<file path="config.mk">
export PLATFORM = sky130hd
export DESIGN_NAME = alu_pwr_seq
export DESIGN_NICKNAME = d
export VERILOG_FILES = /design/src/rtl/alu_pwr_pkg.sv /design/src/rtl/alu_pwr_timer.sv /design/src/rtl/alu_pwr_seq.sv
export SDC_FILE = /design/constraint.sdc
export NUM_CORES = 1
export LEC_CHECK = 0
export ABC_AREA = 1
export CAP_MARGIN = 20
export CORE_MARGIN = 10
export CORE_UTILIZATION = 60
export CTS_BUF_LIST = sky130_fd_sc_hd__clkbuf_4
export DETAILED_ROUTE_END_ITERATION = 8
export GPL_ROUTABILITY_DRIVEN = 0
export PLACE_DENSITY_LB_ADDON = 0.2
export SYNTH_ARGS = -nofsm -noshare
export SYNTH_HDL_FRONTEND = slang
export SYNTH_SLANG_ARGS = --single-unit
</file>
<file path="constraint.sdc">
create_clock -name clk -period 2.2 [get_ports clk]
set_input_delay 0.44 -clock clk [delete_from_list [all_inputs] [get_ports clk]]
set_output_delay 0.44 -clock clk [all_outputs]
set_load 0.05 [all_outputs]
</file>
<file path="src/rtl/alu_pwr_pkg.sv">
// rtl/alu_pwr_pkg.sv - shared types and constants for the ALU power sequencer
// Contents: pwr_state_t encoding, state width, default cycle counts, timer width,
//           and the state-to-rail mapping used for the registered power/isolation outputs.
package alu_pwr_pkg;

    localparam int PWR_STATE_W = 3;

    typedef enum logic [PWR_STATE_W-1:0] {
        ST_OFF    = 3'd0,
        ST_PWR_UP = 3'd1,
        ST_ON     = 3'd2,
        ST_DRAIN  = 3'd3,
        ST_ISO    = 3'd4
    } pwr_state_t;

    localparam int DEF_PWRUP_CYCLES = 8;
    localparam int DEF_ISO_CYCLES   = 2;
    localparam int DEF_IDLE_TIMEOUT = 64;

    // Both timed phases accept 1..255 cycles, so an 8-bit down-counter covers them.
    localparam int TIMER_W = 8;

    // Returns {alu_pwr_en, iso_en} for a state. Isolation stays up in every state
    // where the domain is not fully usable, which keeps iso high whenever power is off.
    function automatic logic [1:0] rail_of(input pwr_state_t s);
        logic [1:0] r;
        r = 2'b01;
        case (s)
            ST_OFF:    r = 2'b01;
            ST_PWR_UP: r = 2'b11;
            ST_ON:     r = 2'b10;
            ST_DRAIN:  r = 2'b10;
            ST_ISO:    r = 2'b11;
            default:   r = 2'b01;
        endcase
        return r;
    endfunction

endpackage

</file>
<file path="src/rtl/alu_pwr_timer.sv">
// rtl/alu_pwr_timer.sv - loadable down-counter with zero flag for sequencer phase timing
// Ports: clk, rst_n (async active-low), load (strobe), load_val (count to load),
//        dec (decrement enable, saturates at zero), zero (count equals zero).
module alu_pwr_timer #(
    parameter int W = 8
) (
    input  logic         clk,
    input  logic         rst_n,
    input  logic         load,
    input  logic [W-1:0] load_val,
    input  logic         dec,
    output logic         zero
);

    logic [W-1:0] count;

    always_ff @(posedge clk or negedge rst_n) begin
        if (!rst_n) begin
            count <= '0;
        end else if (load) begin
            count <= load_val;
        end else if (dec && (count != '0)) begin
            count <= count - 1'b1;
        end
    end

    assign zero = (count == '0);

endmodule

</file>
<file path="src/rtl/alu_pwr_seq.sv">
// rtl/alu_pwr_seq.sv - ALU power sequencer: ordered power/isolation control and start gating
// Optional feature macro: ALU_AUTO_SLEEP_EN (idle auto-sleep after IDLE_TIMEOUT cycles in ON).
// Ports: clk, rst_n (async active-low); wake_req, sleep_req (level requests);
//        alu_busy (ALU busy flag); start_in (issuer strobe); start_out (gated strobe);
//        start_drop (registered refused-start pulse); alu_pwr_en, iso_en (domain rails);
//        alu_ready (high in ON); pwr_state (current state encoding).
module alu_pwr_seq
    import alu_pwr_pkg::*;
#(
    parameter int PWRUP_CYCLES = DEF_PWRUP_CYCLES,
    parameter int ISO_CYCLES   = DEF_ISO_CYCLES,
    parameter int IDLE_TIMEOUT = DEF_IDLE_TIMEOUT
) (
    input  logic                   clk,
    input  logic                   rst_n,
    input  logic                   wake_req,
    input  logic                   sleep_req,
    input  logic                   alu_busy,
    input  logic                   start_in,
    output logic                   start_out,
    output logic                   start_drop,
    output logic                   alu_pwr_en,
    output logic                   iso_en,
    output logic                   alu_ready,
    output logic [PWR_STATE_W-1:0] pwr_state
);

    localparam logic [TIMER_W-1:0] PWRUP_LOAD = TIMER_W'(PWRUP_CYCLES - 1);
    localparam logic [TIMER_W-1:0] ISO_LOAD   = TIMER_W'(ISO_CYCLES - 1);

    if (PWRUP_CYCLES < 1 || PWRUP_CYCLES > 255) begin : g_bad_pwrup
        $error("PWRUP_CYCLES out of range 1..255");
    end
    if (ISO_CYCLES < 1 || ISO_CYCLES > 255) begin : g_bad_iso
        $error("ISO_CYCLES out of range 1..255");
    end
    if (IDLE_TIMEOUT < 1 || IDLE_TIMEOUT > 65535) begin : g_bad_idle
        $error("IDLE_TIMEOUT out of range 1..65535");
    end

    pwr_state_t         state;
    pwr_state_t         state_nxt;
    logic               pend_wake;
    logic               pend_sleep;
    logic               tmr_load;
    logic [TIMER_W-1:0] tmr_val;
    logic               tmr_dec;
    logic               tmr_zero;
    logic               auto_trip;

    alu_pwr_timer #(.W(TIMER_W)) u_timer (
        .clk      (clk),
        .rst_n    (rst_n),
        .load     (tmr_load),
        .load_val (tmr_val),
        .dec      (tmr_dec),
        .zero     (tmr_zero)
    );

    // The timer is loaded with N-1 on phase entry and the phase exits on the cycle
    // it reads zero, so each timed phase occupies exactly N cycles.
    always_comb begin
        state_nxt = state;
        tmr_load  = 1'b0;
        tmr_val   = '0;
        tmr_dec   = 1'b0;
        case (state)
            ST_OFF: begin
                if (wake_req || pend_wake) begin
                    state_nxt = ST_PWR_UP;
                    tmr_load  = 1'b1;
                    tmr_val   = PWRUP_LOAD;
                end
            end
            ST_PWR_UP: begin
                if (tmr_zero) state_nxt = ST_ON;
                else          tmr_dec   = 1'b1;
            end
            ST_ON: begin
                // Wake wins over sleep so a live requester never loses the ALU.
                if ((sleep_req || pend_sleep) && !wake_req) state_nxt = ST_DRAIN;
            end
            ST_DRAIN: begin
                if (wake_req) begin
                    state_nxt = ST_ON;
                end else if (!alu_busy) begin
                    state_nxt = ST_ISO;
                    tmr_load  = 1'b1;
                    tmr_val   = ISO_LOAD;
                end
            end
            ST_ISO: begin
                if (tmr_zero) state_nxt = ST_OFF;
                else          tmr_dec   = 1'b1;
            end
            default: state_nxt = ST_OFF;
        endcase
    end

    // No new work once a power-down is requested, even before DRAIN is reached.
    assign start_out = start_in && (state == ST_ON) && !(sleep_req || pend_sleep);
    assign pwr_state = state;

`ifdef ALU_AUTO_SLEEP_EN
    localparam logic [15:0] IDLE_LAST = 16'(IDLE_TIMEOUT - 1);

    logic [15:0] idle_cnt;
    logic        idle_run;
    logic        activity;

    assign activity  = start_in || alu_busy || wake_req;
    assign idle_run  = (state == ST_ON) && (state_nxt == ST_ON) && !activity;
    assign auto_trip = idle_run && (idle_cnt == IDLE_LAST);

    always_ff @(posedge clk or negedge rst_n) begin
        if (!rst_n) begin
            idle_cnt <= '0;
        end else if (!idle_run || auto_trip) begin
            idle_cnt <= '0;
        end else begin
            idle_cnt <= idle_cnt + 16'd1;
        end
    end
`else
    assign auto_trip = 1'b0;
`endif

    // Outputs are registered from the next state so they change on the same edge
    // as the state register and never glitch.
    always_ff @(posedge clk or negedge rst_n) begin
        if (!rst_n) begin
            state      <= ST_OFF;
            alu_pwr_en <= 1'b0;
            iso_en     <= 1'b1;
            alu_ready  <= 1'b0;
            start_drop <= 1'b0;
            pend_wake  <= 1'b0;
            pend_sleep <= 1'b0;
        end else begin
            state                <= state_nxt;
            {alu_pwr_en, iso_en} <= rail_of(state_nxt);
            alu_ready            <= (state_nxt == ST_ON);
            start_drop           <= start_in && !start_out;

            // A wake seen while isolating is remembered so OFF re-powers at once.
            if (state == ST_OFF && state_nxt == ST_PWR_UP) begin
                pend_wake <= 1'b0;
            end else if (state == ST_ISO && wake_req) begin
                pend_wake <= 1'b1;
            end

            // A sleep seen while powering up is honoured on the first ON cycle.
            if (state == ST_ON && state_nxt != ST_ON) begin
                pend_sleep <= 1'b0;
            end else if (state == ST_PWR_UP && sleep_req) begin
                pend_sleep <= 1'b1;
            end else if (auto_trip) begin
                pend_sleep <= 1'b1;
            end
        end
    end

endmodule

</file>
Yosys cells after proc, flatten, opt, wreduce, memory -nomap -nowiden

Index checks and enable logic that the tools add are counted.

$add $sub $neg: 1
Multiply operators: 0
Div/mod/pow operators: 0
$lt $le $gt $ge: 0
Equal/unequal tests: 9
Shift-type cells: 0
Multiplexer cells: 24
Bitwise gates (word level): 0
Reductions and logical operators: 23

Operator list:

| cell                | number |
|---|---|
| $mux 3              | 7 |
| $mux 8              | 2 |
| $pmux 3 s5          | 1 |
| $eq 3x2->1 const B  | 4 |
| $mux 1              | 11 |
| $logic_and 1x1->1   | 9 |
| $logic_not 8->1     | 1 |
| $reduce_bool 8->1   | 1 |
| $sub 8x1->8 const B | 1 |
| $eq 3x1->1 const B  | 2 |
| $eq 3x3->1 const B  | 2 |
| $pmux 3 s2          | 1 |
| $reduce_bool 2->1   | 3 |
| $reduce_or 2->1     | 3 |
| $pmux 2 s2          | 1 |
| $logic_not 1->1     | 3 |
| $logic_not 3->1     | 1 |
| $ne 3x2->1 const B  | 1 |
| $logic_or 1x1->1    | 2 |
| $pmux 1 s2          | 1 |

Bits in registers: 17
Latch bits: 0
Memory bits (writable): 0
Memory bits (read-only): 0
Input port bits: 6
Output and inout bits: 8
Memories: 0

Longest topological paths before layout

Gate-level depths: netlist of the first run.

Depth after elaboration: 7
Mapped depth: 9
Depth with buffers taken out: 9

Hierarchy

A second synthesis of the first run with hierarchy kept.

Cell total of the unflattened synthesis: 148
Area total of the unflattened synthesis: 1,048.5 um^2

By module, submodules not included:

| module        | times used | cells each | area each (um^2) | seq. area each (um^2) |
|---|---|---|---|---|
| alu_pwr_timer | 1          | 93         | 596.8            | 200.2 |
| alu_pwr_seq   | 1          | 55         | 451.7            | 226.5 |

Worst setup path after synthesis of the first run

OpenSTA, ideal clock, no wires.

Kind: reg-to-output
From: register state[1] (netlist: pwr_state[1])
To: output start_out
Data arrival time: 2,494 ps
Data required time: 1,760 ps
Slack: -734 ps
Stages on the path, launching flop included: 5
Path buffers: 0
Cells stage by stage: dfrtp_1 -> inv_2 -> nor2_2 -> inv_2 -> nor4_1

Word-level cells in the longest chain between the ends: 3

Ends and longest elaborated chain:

| item                            | RTL line           | RTL |
|---|---|---|
| from (decl)                     | alu_pwr_seq.sv:41  | `pwr_state_t state;` |
| from (signal assigned)          | alu_pwr_seq.sv:140 | `state <= state_nxt;` |
| $eq 3x2->1                      | alu_pwr_seq.sv:101 | `assign start_out = start_in && (state == ST_ON) && !(sleep_req \|\| pend_sleep);` |
| $logic_and 1x1->1 (2 in series) | alu_pwr_seq.sv:101 |  |
| to (decl)                       | alu_pwr_seq.sv:20  | `output logic start_out,` |

No other way between the ends.

Worst setup path after layout of the first run

From: register state[0] (netlist: pwr_state[0])
To: output pwr_state[0]

RTL lines:

| item      | RTL line          | RTL |
|---|---|---|
| to (decl) | alu_pwr_seq.sv:25 | `output logic [PWR_STATE_W-1:0] pwr_state` |

No word-level cell between the ends.

==> qor.yml, run 1 <==
detailed_routing:
  drtIter0Drc: 24
  drc: 0
  postRouteAntennaNets: 0
  postRouteWirelength_mm: 2.03
  wl_per_cell_um: 12.8
  vias: 855
  viasPerCell: 5.38
  first_pass_iters: 5
clock_network:
  cts-root-buf: "clkbuf_4"
  cts_hold_buf: 0
  cts_sinks: 17
  cts_buffers: 3
  clockBufferDepth: 2
  clk_pin_slew_ns: 0.10
  ctsHtreeMaxLevel: 1
  clk_latency_ns: 0.29
  cts_repair_resize_count: 0
  cts_tree: "done"
  postCtsSetupRepairBufs: 0
worst_setup_path:
  cp.arrival_ns: 1.69
  crit_path_end: "pwr_state[0]"
  cp_cell_sequence: "clkdlybuf4s50_1"
  worstReg2RegStart: "u_timer.count[0]"
  critPathTopFamily: "buffers and inverters"
  path_class: "reg -> out"
  ff2ff_setup_slack_ns: 0.64
  startpoint: "pwr_state[0]"
  crit_cells: 1
  cp-start-kind: "flip-flop"
  r2r_cells: 9
  end_kind: "primary output"
  cp_slowest_stage_delay_ns: 0.87
  crit_required_ns: 1.76
  path_buf_inv: 1
  reg2reg_to: "u_timer.count[1]"
  crit_slowest_cell: "clkdlybuf4s50_1"
  crit_path_max_fanout: 7
logic_synthesis:
  synth_top_family_by_area: "simple AND/OR/NAND/NOR gates"
  yosys-top-cells-area: "dfrtp_1, nand2_1, nand3_1, inv_1, nor2_1"
  muxShareOfSynthArea_pct: 0
  synth_compound_area_share_pct: 4.07
  yosys.area_share.simple_pct: 41.9
  synth_top_area_share_pct: 39.5
  synth_area_um2: 1010
  yosys_register_bits: 17
  ys_warn_count: 0
  syn_area_per_cell_um2: 8.04
  synthAdderAreaFrac_pct: 1.23
  yosys.area.top_type: "dfrtp_1"
  ys_seq_area_share_pct: 42.1
  synth-xor-area-share_pct: 2.59
  mappedNetlistNets: 133
  syn_inst: 126
  ys_types: 23
grt:
  grt.total_usage_pct: 12.5
  grt-ovfl-total: 0
  grt_max_degree: 18
  antenna_found_initial: 0
  grt_pass1_vias: 816
  grt_pass1_wl_mm: 3.56
timing:
  setup_viol: 0
  finClkSkew_ns: 0.00622
  slew_violations: 0
  post-route-period-util_pct: 96.9
  slew_headroom_pct: 66.0
  holdWs_ns: 0.459
  finalSetupTns_ns: 0
  tightest_slew_ns: 0.508
  setup_ws_ns: 0.0679
  hold_viol_final: 0
  fmax_ghz: 0.469
  rsz0062_at_grt: "false"
  period_needed_ns: 2.13
cells_and_area:
  multiInputGateArea_um2: 519
  stdcell_count: 159
  final_layout_size_suffix_gt1_share_pct: 19.6
  antenna_cells: 0
  syn2layout_area_growth_pct: 19.5
  regArea_um2: 427
  fin_nets: 151
  final_core_util_pct: 77.7
  fillers: 110
  design_area_um2: 1210
pwr:
  peakVddDrop_mv: 1.09
  finalPower_mw: 2.05
  p_leak_nw: 0.605
  p_per_area_nw_per_um2: 1690
die:
  die_area_um2: 3730
  rows: 14
  ios: 14
  coreArea_um2: 1560
  initial_utilization_pct: 65.0
  die_w_um: 61.1
  die_h_um: 61.1
place:
  place_inst: 155
  dpl_cell_area_um2: 1180
  pre_cts_ws_ns: 0.213
  hpwl_mm: 1.54
  portBuffers: 13
job:
  maxCapViolations: 0
run_status:
  status: "finished clean"
hold_path:
  min_path_type: "in -> async"
[Yosys cell counts, drive strengths merged]
| master | count |
|---|---|
| nand4 | 4 |
| inv | 18 |
| a21oi | 1 |
| nand2 | 33 |
| o21ai | 5 |
| ha | 1 |
| a21boi | 1 |
| dfrtp | 16 |
| nand3 | 19 |
| nor4 | 1 |
| buf | 1 |
| dfstp | 1 |
| nor2 | 21 |
| nor3b | 1 |
| xnor2 | 3 |
[flip-flops by register name, indices dropped and copies added (netlist names)]
signal / flops
pwr_state: 3
iso_en: 1
alu_ready: 1
alu_pwr_en: 1
pend_wake: 1
start_drop: 1
pend_sleep: 1
u_timer.count: 8
[layer usage]
| layer | routed length (µm) | vias up | track usage (%) |
|---|---|---|---|
| met3 | 105 | 2 | 2.67 |
| met4 | 9 | 0 | 4.89 |
| met5 | 0 | - | 0 |
| met1 | 925 | 392 | 15.5 |
| li1 | - | 438 | - |
| met2 | 987 | 23 | 20.7 |
[how the worst min path moves through the flow]
stage	end	slack, ns
after floorplan	alu_pwr_en	0.14
after global placement	pend_wake	0.46
after detailed placement	pend_wake	0.47
after CTS	u_timer.count[4]	0.46
after global routing	u_timer.count[4]	0.47
final	u_timer.count[4]	0.46
[cell families after synthesis]
logic type / count (synthesis)
AOI/OAI and AO/OA: 7
xor gates and xnor gates: 3
and+or+nand+nor: 79
adders and majority gates: 1
DFF: 17
buffers and inverters: 19
[cell type report]
class                      instances  area share (%)
clock buffer                       4            2.48
timing repair buffer              14            12.2
tap                               16            1.65
multi-input combinational         90            42.9
inverter                          18            5.58
sequential                        17            35.2
[cells in the final DEF (no fill, tap or decap), drive strengths merged]
cell,n
nor4,1
dfrtp,16
clkdlybuf4s50,12
ha,1
xnor2,3
nand4,4
a21boi,1
nor3b,1
a21oi,1
buf,2
clkbuf,4
dfstp,1
nor2,21
nand3,19
nand2,33
inv,18
o21ai,5
[power by group]
part           internal [mW]  switching (mW)  leakage, nW
logic                  0.425           0.855        0.375
registers              0.456           0.137        0.212
clock network         0.0827          0.0966       0.0184
total                  0.964            1.09        0.605
Power figures use the tool's default switching activity.
==> run 2, diff against run 1 <==
Settings changed: ABC_CLOCK_PERIOD_IN_PS set to 2200, SKIP_CTS_REPAIR_TIMING set to 1.
==> results of run 2 <==
No change in the layout: final DEF, timing and power equal those of run 1.
==> run 3, diff against run 2 <==
Settings changed: CTS_BUF_LIST sky130_fd_sc_hd__clkbuf_4 to sky130_fd_sc_hd__clkbuf_8.
==> qor.yml, run 3 (synthesis results as in run 1) <==
run_status:
  status: "finished clean"
worst_setup_path:
  cp_slowest_stage_delay_ns: 0.87  # about the same
  crit_slowest_cell: "clkdlybuf4s50_1"
  path_buf_inv: 1  # unchanged
  crit_cells: 1  # unchanged
  crit_required_ns: 1.76  # about the same
  r2r_cells: 9  # unchanged
  cp-start-kind: "flip-flop"
  path_class: "reg -> out"
  cp.arrival_ns: 1.64  # -0.05 ns
  crit_path_max_fanout: 7  # unchanged
  critPathTopFamily: "buffers and inverters"
  end_kind: "primary output"
  cp_cell_sequence: "clkdlybuf4s50_1"
grt:
  grt.total_usage_pct: 13.3  # +0.76 points
  top_usage_layer: "met2"
  met3_usage_pct: 2.88  # +0.21 points
  grt.met1_usage_pct: 15.9  # +0.48 points
  grt-ovfl-total: 0  # unchanged
  grt_max_degree: 18  # unchanged
  antenna_found_initial: 0  # unchanged
  met2_usage_pct: 22.2  # +1.5 points
  grt_pass1_wl_mm: 3.78  # +6.2%
  grt_pass1_vias: 869  # +6.5%
detailed_routing:
  drtIter0Drc: 30  # +25%
  wl_per_cell_um: 13.2  # +3.7%
  postRouteAntennaNets: 0  # unchanged
  viasPerCell: 5.54  # +3.0%
  vias: 881  # +3.0%
  drc: 0  # unchanged
  postRouteWirelength_mm: 2.10  # +3.7%
  first_pass_iters: 4  # -1
timing:
  fmax_ghz: 0.482  # +2.8%
  hold_viol_final: 0  # unchanged
  setup_viol: 0  # unchanged
  finClkSkew_ns: 0.000751  # -0.00547 ns
  post-route-period-util_pct: 94.3  # -2.6 points
  finalSetupTns_ns: 0  # unchanged
  tightest_slew_ns: 0.508  # -0.000000119 ns
  rsz0062_at_grt: "false"
  slew_headroom_pct: 66.0  # unchanged
  slew_violations: 0  # unchanged
  period_needed_ns: 2.08  # -0.0571 ns
cells_and_area:
  antenna_cells: 0  # unchanged
  fin_nets: 151  # unchanged
  largest-register: "u_timer.count"
  final_cell_mix: "nand2_1, nand3_1, dfrtp_1, inv_1, nor2_1"
  final_common_cell: "nand2_1"
  largest_reg_flops: 8  # unchanged
  syn2layout_area_growth_pct: 21.0
  final_layout_size_suffix_gt1_share_pct: 18.9  # -0.70 points
pwr:
  finalPower_mw: 2.11  # +2.9%
  peakVddDrop_mv: 1.09  # -0.65%
  p_per_area_nw_per_um2: 1720  # +1.6%
  p_leak_nw: 0.613  # +1.4%
die:
  die_w_um: 61.1  # unchanged
  initial_utilization_pct: 65.0  # unchanged
  rows: 14  # unchanged
  ios: 14  # unchanged
  die_area_um2: 3730  # unchanged
  coreArea_um2: 1560  # unchanged
  die_h_um: 61.1  # unchanged
clock_network:
  clockBufferDepth: 2  # unchanged
  cts_buffers: 3  # unchanged
  cts-root-buf: "clkbuf_8"
  ctsHtreeMaxLevel: 1  # unchanged
  clk_latency_ns: 0.25  # -0.04 ns
  clk_pin_slew_ns: 0.06  # -0.04 ns
  cts_sinks: 17  # unchanged
  cts_tree: "done"
hold_path:
  min_path_type: "reg -> reg"
  hold_path_depth: 2
place:
  portBuffers: 13  # unchanged
  hpwl_mm: 1.54  # unchanged
job:
  maxCapViolations: 0  # unchanged
[run 3: changes by cell type in the layout (fill, tap and decap cells not counted), sizes merged]
cell and change:
clkbuf -1, inv +1
[run 3: layer usage]
metal / vias to the layer above / wire length (µm)
met5: - / 0
met2: 34 / 1070
met4: 0 / 19
met1: 410 / 902
met3: 3 / 114
li1: 434 / -
[run 3: cell type report]
cell class | instances | area, µm²
multi-input cells | 90 | 519
flip-flops and latches | 17 | 427
fillers | 104 | 333
repair buffers | 14 | 148
inverters | 18 | 67.6
clock buffers | 3 | 41.3
well taps | 16 | 20.0
clock inverters | 1 | 3.75
[run 3: where the power goes]
group / switching [mW] / internal [mW] / leakage, nW
Sequential: 0.135 / 0.457 / 0.212
Clock: 0.101 / 0.124 / 0.0269
Combinational: 0.868 / 0.426 / 0.375
[run 3: worst paths after layout]
| check | slack [ns] | startpoint | to |
|---|---|---|---|
| setup / recovery | 0.12 | pwr_state[0] | pwr_state[0] |
| hold / removal | 0.48 | pend_wake | pend_wake |
| setup reg to reg | 0.59 | u_timer.count[0] | u_timer.count[1] |
| hold reg to reg | 0.48 | pend_wake | pend_wake |
| max in group asynchronous | 1.45 | rst_n | iso_en |
| min in group asynchronous | 0.51 | rst_n | start_drop |
[run 3: stage by stage]
step / util, % / instance area (µm²) / cells / setup slack [ns] / hold WS [ns]
2_1_floorplan: - / 1030 / 126 / 0.221 / 0.144
3_3_place_gp: 75.8 / 1180 / 155 / 0.240 / 0.458
3_5_place_dp: 75.8 / 1180 / 155 / 0.213 / 0.466
4_1_cts: 78.7 / 1230 / 159 / 0.116 / 0.481
5_1_grt: 78.7 / 1230 / 159 / 0.0652 / 0.518
6_report: 78.7 / 1230 / 159 / 0.125 / 0.477
